===== config.mk =====
export PLATFORM = sky130hd
export DESIGN_NAME = ibexc_trace_buffer_flat
export DESIGN_NICKNAME = d
export VERILOG_FILES = /design/src/rtl/ibexc_trace_buffer_if.sv /design/src/rtl/ibexc_trace_buffer.sv /design/src/flat_wrapper.sv
export SDC_FILE = /design/constraint.sdc
export NUM_CORES = 2
export LEC_CHECK = 0
export CORE_MARGIN = 10
export CORE_UTILIZATION = 40
export CTS_CLUSTER_SIZE = 28
export DETAILED_ROUTE_END_ITERATION = 16
export SYNTH_ARGS = -nofsm -noshare
export SYNTH_HDL_FRONTEND = slang
export SYNTH_SLANG_ARGS = --single-unit

===== constraint.sdc =====
create_clock -name clk_i -period 3.3 [get_ports clk_i]
set_input_delay 0.66 -clock clk_i [delete_from_list [all_inputs] [get_ports clk_i]]
set_output_delay 0.66 -clock clk_i [all_outputs]
set_load 0.05 [all_outputs]

===== src/rtl/ibexc_trace_buffer_if.sv =====
// ==========================================================================
// ibexc_trace_buffer_if -- RVFI snoop, control and read-port bundle (rev 1.0)
// ==========================================================================
`default_nettype none

interface ibexc_trace_buffer_if #(
  parameter int Depth    = 16,
  parameter int SeqWidth = 16
);
  localparam int CntW = $clog2(Depth + 1);

  logic                enable_i;
  logic [1:0]          mode_i;
  logic                clear_i;
  logic                rvfi_valid_i;
  logic [63:0]         rvfi_order_i;
  logic [31:0]         rvfi_pc_rdata_i;
  logic [31:0]         rvfi_insn_i;
  logic                rvfi_trap_i;
  logic [4:0]          rvfi_rd_addr_i;
  logic [31:0]         rvfi_rd_wdata_i;
  logic                rvfi_rd_wtag_i;
  logic                rd_valid_o;
  logic                rd_ready_i;
  logic [31:0]         rd_pc_o;
  logic [31:0]         rd_insn_o;
  logic [31:0]         rd_wdata_o;
  logic [4:0]          rd_rd_addr_o;
  logic                rd_tag_o;
  logic                rd_trap_o;
  logic [SeqWidth-1:0] rd_seq_o;
  logic [CntW-1:0]     count_o;
  logic [15:0]         drop_cnt_o;
  logic                triggered_o;
  logic                frozen_o;

  modport master (
    output enable_i, mode_i, clear_i, rvfi_valid_i, rvfi_order_i, rvfi_pc_rdata_i,
           rvfi_insn_i, rvfi_trap_i, rvfi_rd_addr_i, rvfi_rd_wdata_i, rvfi_rd_wtag_i,
           rd_ready_i,
    input  rd_valid_o, rd_pc_o, rd_insn_o, rd_wdata_o, rd_rd_addr_o, rd_tag_o,
           rd_trap_o, rd_seq_o, count_o, drop_cnt_o, triggered_o, frozen_o
  );

  modport slave (
    input  enable_i, mode_i, clear_i, rvfi_valid_i, rvfi_order_i, rvfi_pc_rdata_i,
           rvfi_insn_i, rvfi_trap_i, rvfi_rd_addr_i, rvfi_rd_wdata_i, rvfi_rd_wtag_i,
           rd_ready_i,
    output rd_valid_o, rd_pc_o, rd_insn_o, rd_wdata_o, rd_rd_addr_o, rd_tag_o,
           rd_trap_o, rd_seq_o, count_o, drop_cnt_o, triggered_o, frozen_o
  );
endinterface

`default_nettype wire


===== src/rtl/ibexc_trace_buffer.sv =====
// ==========================================================================
// ibexc_trace_buffer -- RVFI retirement trace ring with trap freeze (rev 1.0)
// ==========================================================================
`default_nettype none

module ibexc_trace_buffer #(
  parameter int Depth    = 16,
  parameter int SeqWidth = 16,
  parameter int PostTrig = 8
) (
  input  logic                clk_i,
  input  logic                rst_ni,
  ibexc_trace_buffer_if.slave bus
);
  localparam int PtrW = $clog2(Depth);
  localparam int CntW = $clog2(Depth + 1);

  localparam logic [1:0] ST_RUN    = 2'd0;
  localparam logic [1:0] ST_POST   = 2'd1;
  localparam logic [1:0] ST_FROZEN = 2'd2;

  typedef struct packed {
    logic [31:0]         pc;
    logic [31:0]         insn;
    logic [31:0]         wdata;
    logic [4:0]          rd_addr;
    logic                tag;
    logic                trap;
    logic [SeqWidth-1:0] seq;
  } rec_t;

  rec_t            mem [Depth];
  rec_t            new_rec;
  logic [PtrW-1:0] wr_ptr;
  logic [PtrW-1:0] rd_ptr;
  logic [CntW-1:0] count;
  logic [15:0]     drop_cnt;
  logic [PtrW-1:0] post_cnt;
  logic [1:0]      state;
  logic [1:0]      state_next;
  logic            frozen;
  logic            triggered;

  logic capture;
  logic pop;
  logic full;
  logic overwrite;
  logic wr_en;
  logic rd_inc;
  logic drop;
  logic trig_hit;

  assign overwrite = (bus.mode_i == 2'd1) || (bus.mode_i == 2'd2);
  assign full      = (count == CntW'(Depth));
  assign capture   = bus.rvfi_valid_i && bus.enable_i && !bus.clear_i && (state != ST_FROZEN);
  assign pop       = (count != '0) && bus.rd_ready_i;
  assign wr_en     = capture && (!full || pop || overwrite);
  // Overwriting a full ring without a pop discards the oldest entry.
  assign rd_inc    = pop || (wr_en && full);
  assign drop      = capture && full && !pop && !overwrite;
  assign trig_hit  = capture && (bus.mode_i == 2'd2) && bus.rvfi_trap_i && (state == ST_RUN);

  assign new_rec = {bus.rvfi_pc_rdata_i, bus.rvfi_insn_i, bus.rvfi_rd_wdata_i,
                    bus.rvfi_rd_addr_i, bus.rvfi_rd_wtag_i, bus.rvfi_trap_i,
                    bus.rvfi_order_i[SeqWidth-1:0]};

  generate
    if (SeqWidth < 64) begin : g_order_unused
      logic unused_order_hi;
      assign unused_order_hi = ^bus.rvfi_order_i[63:SeqWidth];
    end
  endgenerate

  always_ff @(posedge clk_i or negedge rst_ni) begin
    if (!rst_ni) begin
      for (int i = 0; i < Depth; i++) begin
        mem[i] <= '0;
      end
    end else if (wr_en) begin
      mem[wr_ptr] <= new_rec;
    end
  end

  always_ff @(posedge clk_i or negedge rst_ni) begin
    if (!rst_ni) begin
      wr_ptr   <= '0;
      rd_ptr   <= '0;
      count    <= '0;
      drop_cnt <= '0;
    end else if (bus.clear_i) begin
      wr_ptr   <= '0;
      rd_ptr   <= '0;
      count    <= '0;
      drop_cnt <= '0;
    end else begin
      if (wr_en) begin
        wr_ptr <= wr_ptr + PtrW'(1);
      end
      if (rd_inc) begin
        rd_ptr <= rd_ptr + PtrW'(1);
      end
      case ({wr_en, rd_inc})
        2'b10:   count <= count + CntW'(1);
        2'b01:   count <= count - CntW'(1);
        default: count <= count;
      endcase
      if (drop && (drop_cnt != 16'hFFFF)) begin
        drop_cnt <= drop_cnt + 16'd1;
      end
    end
  end

  always_ff @(posedge clk_i or negedge rst_ni) begin
    if (!rst_ni) begin
      post_cnt <= '0;
    end else if (bus.clear_i) begin
      post_cnt <= '0;
    end else if (trig_hit) begin
      post_cnt <= PtrW'(PostTrig);
    end else if ((state == ST_POST) && capture) begin
      post_cnt <= post_cnt - PtrW'(1);
    end
  end

  always_ff @(posedge clk_i or negedge rst_ni) begin
    if (!rst_ni) begin
      state <= ST_RUN;
    end else begin
      state <= state_next;
    end
  end

  always_comb begin
    state_next = state;
    if (bus.clear_i) begin
      state_next = ST_RUN;
    end else begin
      case (state)
        ST_RUN: begin
          if (trig_hit) begin
            state_next = (PostTrig == 0) ? ST_FROZEN : ST_POST;
          end
        end
        ST_POST: begin
          if (capture && (post_cnt == PtrW'(1))) begin
            state_next = ST_FROZEN;
          end
        end
        ST_FROZEN: state_next = ST_FROZEN;
        default:   state_next = ST_RUN;
      endcase
    end
  end

  always_comb begin
    frozen    = (state == ST_FROZEN);
    triggered = (state != ST_RUN);
  end

  assign bus.rd_valid_o   = (count != '0);
  assign bus.rd_pc_o      = mem[rd_ptr].pc;
  assign bus.rd_insn_o    = mem[rd_ptr].insn;
  assign bus.rd_wdata_o   = mem[rd_ptr].wdata;
  assign bus.rd_rd_addr_o = mem[rd_ptr].rd_addr;
  assign bus.rd_tag_o     = mem[rd_ptr].tag;
  assign bus.rd_trap_o    = mem[rd_ptr].trap;
  assign bus.rd_seq_o     = mem[rd_ptr].seq;
  assign bus.count_o      = count;
  assign bus.drop_cnt_o   = drop_cnt;
  assign bus.triggered_o  = triggered;
  assign bus.frozen_o     = frozen;

endmodule

`default_nettype wire


===== src/flat_wrapper.sv =====
// flat-port wrapper written by rule: the top's interface ports become plain ports
module ibexc_trace_buffer_flat 
#(
  parameter int Depth    = 16,
  parameter int SeqWidth = 16,
  parameter int PostTrig = 8
)
  (clk_i, rst_ni, bus_enable_i, bus_mode_i, bus_clear_i, bus_rvfi_valid_i, bus_rvfi_order_i, bus_rvfi_pc_rdata_i, bus_rvfi_insn_i, bus_rvfi_trap_i, bus_rvfi_rd_addr_i, bus_rvfi_rd_wdata_i, bus_rvfi_rd_wtag_i, bus_rd_ready_i, bus_rd_valid_o, bus_rd_pc_o, bus_rd_insn_o, bus_rd_wdata_o, bus_rd_rd_addr_o, bus_rd_tag_o, bus_rd_trap_o, bus_rd_seq_o, bus_count_o, bus_drop_cnt_o, bus_triggered_o, bus_frozen_o);
  ibexc_trace_buffer_if #(.Depth(Depth), .SeqWidth(SeqWidth)) bus_i ();
  input  logic clk_i;
  input  logic rst_ni;
  input wire logic [$bits(bus_i.enable_i)-1:0] bus_enable_i;
  input wire logic [$bits(bus_i.mode_i)-1:0] bus_mode_i;
  input wire logic [$bits(bus_i.clear_i)-1:0] bus_clear_i;
  input wire logic [$bits(bus_i.rvfi_valid_i)-1:0] bus_rvfi_valid_i;
  input wire logic [$bits(bus_i.rvfi_order_i)-1:0] bus_rvfi_order_i;
  input wire logic [$bits(bus_i.rvfi_pc_rdata_i)-1:0] bus_rvfi_pc_rdata_i;
  input wire logic [$bits(bus_i.rvfi_insn_i)-1:0] bus_rvfi_insn_i;
  input wire logic [$bits(bus_i.rvfi_trap_i)-1:0] bus_rvfi_trap_i;
  input wire logic [$bits(bus_i.rvfi_rd_addr_i)-1:0] bus_rvfi_rd_addr_i;
  input wire logic [$bits(bus_i.rvfi_rd_wdata_i)-1:0] bus_rvfi_rd_wdata_i;
  input wire logic [$bits(bus_i.rvfi_rd_wtag_i)-1:0] bus_rvfi_rd_wtag_i;
  input wire logic [$bits(bus_i.rd_ready_i)-1:0] bus_rd_ready_i;
  output wire logic [$bits(bus_i.rd_valid_o)-1:0] bus_rd_valid_o;
  output wire logic [$bits(bus_i.rd_pc_o)-1:0] bus_rd_pc_o;
  output wire logic [$bits(bus_i.rd_insn_o)-1:0] bus_rd_insn_o;
  output wire logic [$bits(bus_i.rd_wdata_o)-1:0] bus_rd_wdata_o;
  output wire logic [$bits(bus_i.rd_rd_addr_o)-1:0] bus_rd_rd_addr_o;
  output wire logic [$bits(bus_i.rd_tag_o)-1:0] bus_rd_tag_o;
  output wire logic [$bits(bus_i.rd_trap_o)-1:0] bus_rd_trap_o;
  output wire logic [$bits(bus_i.rd_seq_o)-1:0] bus_rd_seq_o;
  output wire logic [$bits(bus_i.count_o)-1:0] bus_count_o;
  output wire logic [$bits(bus_i.drop_cnt_o)-1:0] bus_drop_cnt_o;
  output wire logic [$bits(bus_i.triggered_o)-1:0] bus_triggered_o;
  output wire logic [$bits(bus_i.frozen_o)-1:0] bus_frozen_o;
  assign bus_i.enable_i = bus_enable_i;
  assign bus_i.mode_i = bus_mode_i;
  assign bus_i.clear_i = bus_clear_i;
  assign bus_i.rvfi_valid_i = bus_rvfi_valid_i;
  assign bus_i.rvfi_order_i = bus_rvfi_order_i;
  assign bus_i.rvfi_pc_rdata_i = bus_rvfi_pc_rdata_i;
  assign bus_i.rvfi_insn_i = bus_rvfi_insn_i;
  assign bus_i.rvfi_trap_i = bus_rvfi_trap_i;
  assign bus_i.rvfi_rd_addr_i = bus_rvfi_rd_addr_i;
  assign bus_i.rvfi_rd_wdata_i = bus_rvfi_rd_wdata_i;
  assign bus_i.rvfi_rd_wtag_i = bus_rvfi_rd_wtag_i;
  assign bus_i.rd_ready_i = bus_rd_ready_i;
  assign bus_rd_valid_o = bus_i.rd_valid_o;
  assign bus_rd_pc_o = bus_i.rd_pc_o;
  assign bus_rd_insn_o = bus_i.rd_insn_o;
  assign bus_rd_wdata_o = bus_i.rd_wdata_o;
  assign bus_rd_rd_addr_o = bus_i.rd_rd_addr_o;
  assign bus_rd_tag_o = bus_i.rd_tag_o;
  assign bus_rd_trap_o = bus_i.rd_trap_o;
  assign bus_rd_seq_o = bus_i.rd_seq_o;
  assign bus_count_o = bus_i.count_o;
  assign bus_drop_cnt_o = bus_i.drop_cnt_o;
  assign bus_triggered_o = bus_i.triggered_o;
  assign bus_frozen_o = bus_i.frozen_o;
  ibexc_trace_buffer #(.Depth(Depth), .SeqWidth(SeqWidth), .PostTrig(PostTrig)) u_core (.clk_i(clk_i), .rst_ni(rst_ni), .bus(bus_i));
endmodule

==> results.yml <==
sta:
  rsz0062_at_grt: "yes"
  finalHoldViolCount: 0
  fin_crit_ns: 3.91
  setup_violations: 119
  drv_slew: 0
  skew_ns: 0.0460
  setup_slack_ns: -0.611
  relSlewSlack_pct: 47.4
  finalCritPeriodShare_pct: 119
  fmax_mhz: 256
  worst_pin_slew_ns: 0.788
cells_and_area:
  final_layout_size_suffix_gt1_share_pct: 56.5
  area_growth_pct: 20.1
  final_cell_area_mm2: 0.105
  layout.nets: 5715
grt:
  grt_usage_pct: 18.8
  grt_max_degree: 133
  grt_pass1_wl_um: 343000
  grt_pass1_vias: 51400
  grt-ovfl-total: 0
  antenna_found_initial: 34
logic_synthesis:
  synth_area_mm2: 0.0877
  synth_commonest_cells: "dfrtp_1 (1939), mux2_2 (1747), mux4_2 (595)"
  synth-simple-area-share_pct: 0.700
  ys_seq_area_share_pct: 55.3
  synth.area.top_cells: "dfrtp_1 (55%), mux2_2 (22%), mux4_2 (15%), mux2_1 (2.1%), buf_6 (1.8%)"
  synth_top_family_by_area: "multiplexers"
  synthAdderAreaFrac_pct: 0.200
  yosysWarningCount: 0
  synthFlopType: "dfrtp_1"
  syn-instance-count: 5120
  yosysMostFrequentCell: "dfrtp_1"
  synth_edf_count: 0
  syn_nets: 5309
  synthMuxAreaShare_pct: 39.9
  avgSynthCellArea_um2: 17.1
  synth-seq-cells: 1939
  synth-compound-area-share_pct: 0.359
  async_flop_share_pct: 100
  synthXorXnorAreaFrac_pct: 0.110
  ys_types: 55
  synth_area_leader_cell: "dfrtp_1"
  yosysTopAreaCellShare_pct: 55.3
pwr:
  vdd_ir_drop_max_mv: 0.561
  total_power_mw: 65.1
  power_density_mw_per_mm2: 618
  p_leak_nw: 50.2
detailed_routing:
  drc: 0
  wl_met3_um: 8630
  drt_first_pass_iters: 5
  drt_iter0_drc: 2761
  wirelength_um: 226000
  highest_layer: "met5"
  num_vias: 47800
  wl_met2_um: 107000
  avgViaCountPerCell: 5.58
  post_drt_wl_per_cell_um: 26.3
  ant_nets: 0
  wl_met1_um: 104000
setup_path:
  cp.arrival_ns: 3.25
  critPathLaunch: "u_core.rd_ptr[0]"
  start_kind: "flip-flop"
  cp_max_fo: 10
  endpoint_kind: "output port"
  regToRegStartpoint: "u_core.bus.count_o[1]"
  cp.required_ns: 2.64
  path_class: "flip-flop to output port"
  r2r_cells: 7
floorplanning:
  ios: 318
  die_y_um: 488
  fp-row-count: 171
  coreArea_mm2: 0.218
  fp.dieArea_mm2: 0.238
  fp.dieW_um: 488
  start_util_pct: 40.3
clock_tree:
  h-tree-depth: 4
  clockBufferDepth: 3
  cts.sink_count: 1939
  cts_made_buffers: 209
  root_buffer: "clkbuf_16"
  clk_pin_slew_ns: 0.06
  clk_latency_ns: 0.86
  tritoncts: "yes"
job:
  max_cap_violations: 0
run_status:
  outcome: "finished with violations"
  violations: "negative setup slack"
placed_design:
  dp_hpwl_um: 140000
  place_congestion: 0.760
  dpl_cell_area_mm2: 0.0961
  port_buffers: 269
hold_path:
  hold_class: "input pin to async pin"
## path summary, 6_finish.rpt
kind / to / slack [ns]
max: bus_rd_wdata_o[3] / -0.61
min: u_core.mem[32] / 0.37
max reg2reg: u_core.mem[1311] / 0.38
min reg2reg: u_core.mem[597] / 0.49
max in group asynchronous: u_core.mem[424] / 1.64
min in group clk_i: u_core.mem[597] / 0.49
## registers in the layout, indices dropped and copies added, names as in the netlist
name,cells
u_core.bus.count_o,5
u_core.bus.drop_cnt_o,16
u_core.mem,1904
u_core.post_cnt,4
u_core.rd_ptr,4
u_core.state,2
u_core.wr_ptr,4
## cell usage in the layout (no fill, tap or decap), types with 5 or more instances in the layout
master           synthesis  final
o21ai_0                  7      7
clkbuf_16                0    219
inv_6                    0      5
diode_2                  0      9
clkbuf_8                 0     70
bufinv_16                0     16
buf_8                    0     21
nor3_1                   5      5
nand3_1                  6      6
mux2_2                1747   1747
nand4_1                 10     10
buf_12                   0    214
dfrtp_1               1939   1935
mux2_1                 162    162
a21oi_1                 14     14
inv_1                   15     15
nor2_1                  30     30
xnor2_1                  7      7
mux2i_1                  6      6
clkbuf_1               208     50
mux4_2                 595    595
clkinv_2                 0     23
nand2_4                  0     12
o31ai_1                  5      5
clkdlybuf4s50_1          0    148
clkinv_16                0      6
buf_16                   0     34
buf_6                  140    113
nand2_1                 25     13
ha_1                    14     14
or4_1                    6      6
buf_4                   17    123
## through the flow
stage | instances | utilization [%] | setup TNS (ns) | hold slack [ns] | setup WS (ns)
CTS | 8536 | 48.2 | -76.14 | 0.326 | -0.704
global placement | 8110 | 44.2 | -54.02 | 0.468 | -0.153
detailed placement | 8110 | 44.2 | -76.60 | 0.477 | -0.188
floorplan | 5120 | - | 0 | 0.364 | 0.248
global route | 8566 | 48.4 | -77.18 | 0.350 | -0.717
finish | 8568 | 48.4 | -64.43 | 0.366 | -0.611
## per-layer routing
layer  vias to the layer above  track usage, %
li1                      20300               -
met3                       315            3.28
met5                         -               0
met1                     26400            26.5
met4                        26            5.49
met2                       789            30.1
## kinds of logic after synthesis
group,Yosys count
XOR/XNOR,11
AND/OR/NAND/NOR,113
AO/OA/AOI/OAI,46
multiplexers,2510
flip-flops,1939
adder cells (fa/ha/maj),14
buffers and inverters,487
## final cells by class
| class | instances | area (µm²) |
|---|---|---|
| antenna | 9 | 22.5 |
| clock buffer | 330 | 6410 |
| clock inverter | 60 | 963 |
| fill | 18200 | 112000 |
| inverter | 15 | 56.3 |
| multi-input combinational | 2694 | 36200 |
| sequential | 1939 | 48500 |
| tap | 2854 | 3570 |
| timing repair buffer | 667 | 9550 |
## what timing repair did
item | in CTS | in global routing
gates cloned | 18 | 10
resized for setup | 155 | 60
setup endpoints to repair | 120 | 119
buffers inserted | 17 | 16
hold endpoints to repair | 32 | 0
hold buffers | 1 | 0
## worst max-delay path, cell delays in order, from the launching register on
cell     delay [ns]
dfrtp_4        0.45
buf_12         0.17
buf_16         0.18
buf_4          0.15
buf_16         0.14
mux4_2         0.49
mux4_2         0.59
buf_6          0.20
## where the power goes
group | switching (mW) | leakage [nW] | internal, mW | total (mW)
Sequential | 0.497 | 26.7 | 24.7 | 25.2
Clock | 10.0 | 3.61 | 14.6 | 24.6
Combinational | 8.37 | 19.9 | 6.86 | 15.2
Total | 18.9 | 50.2 | 46.2 | 65.1
No activity file was read; power rests on OpenSTA's default activity.
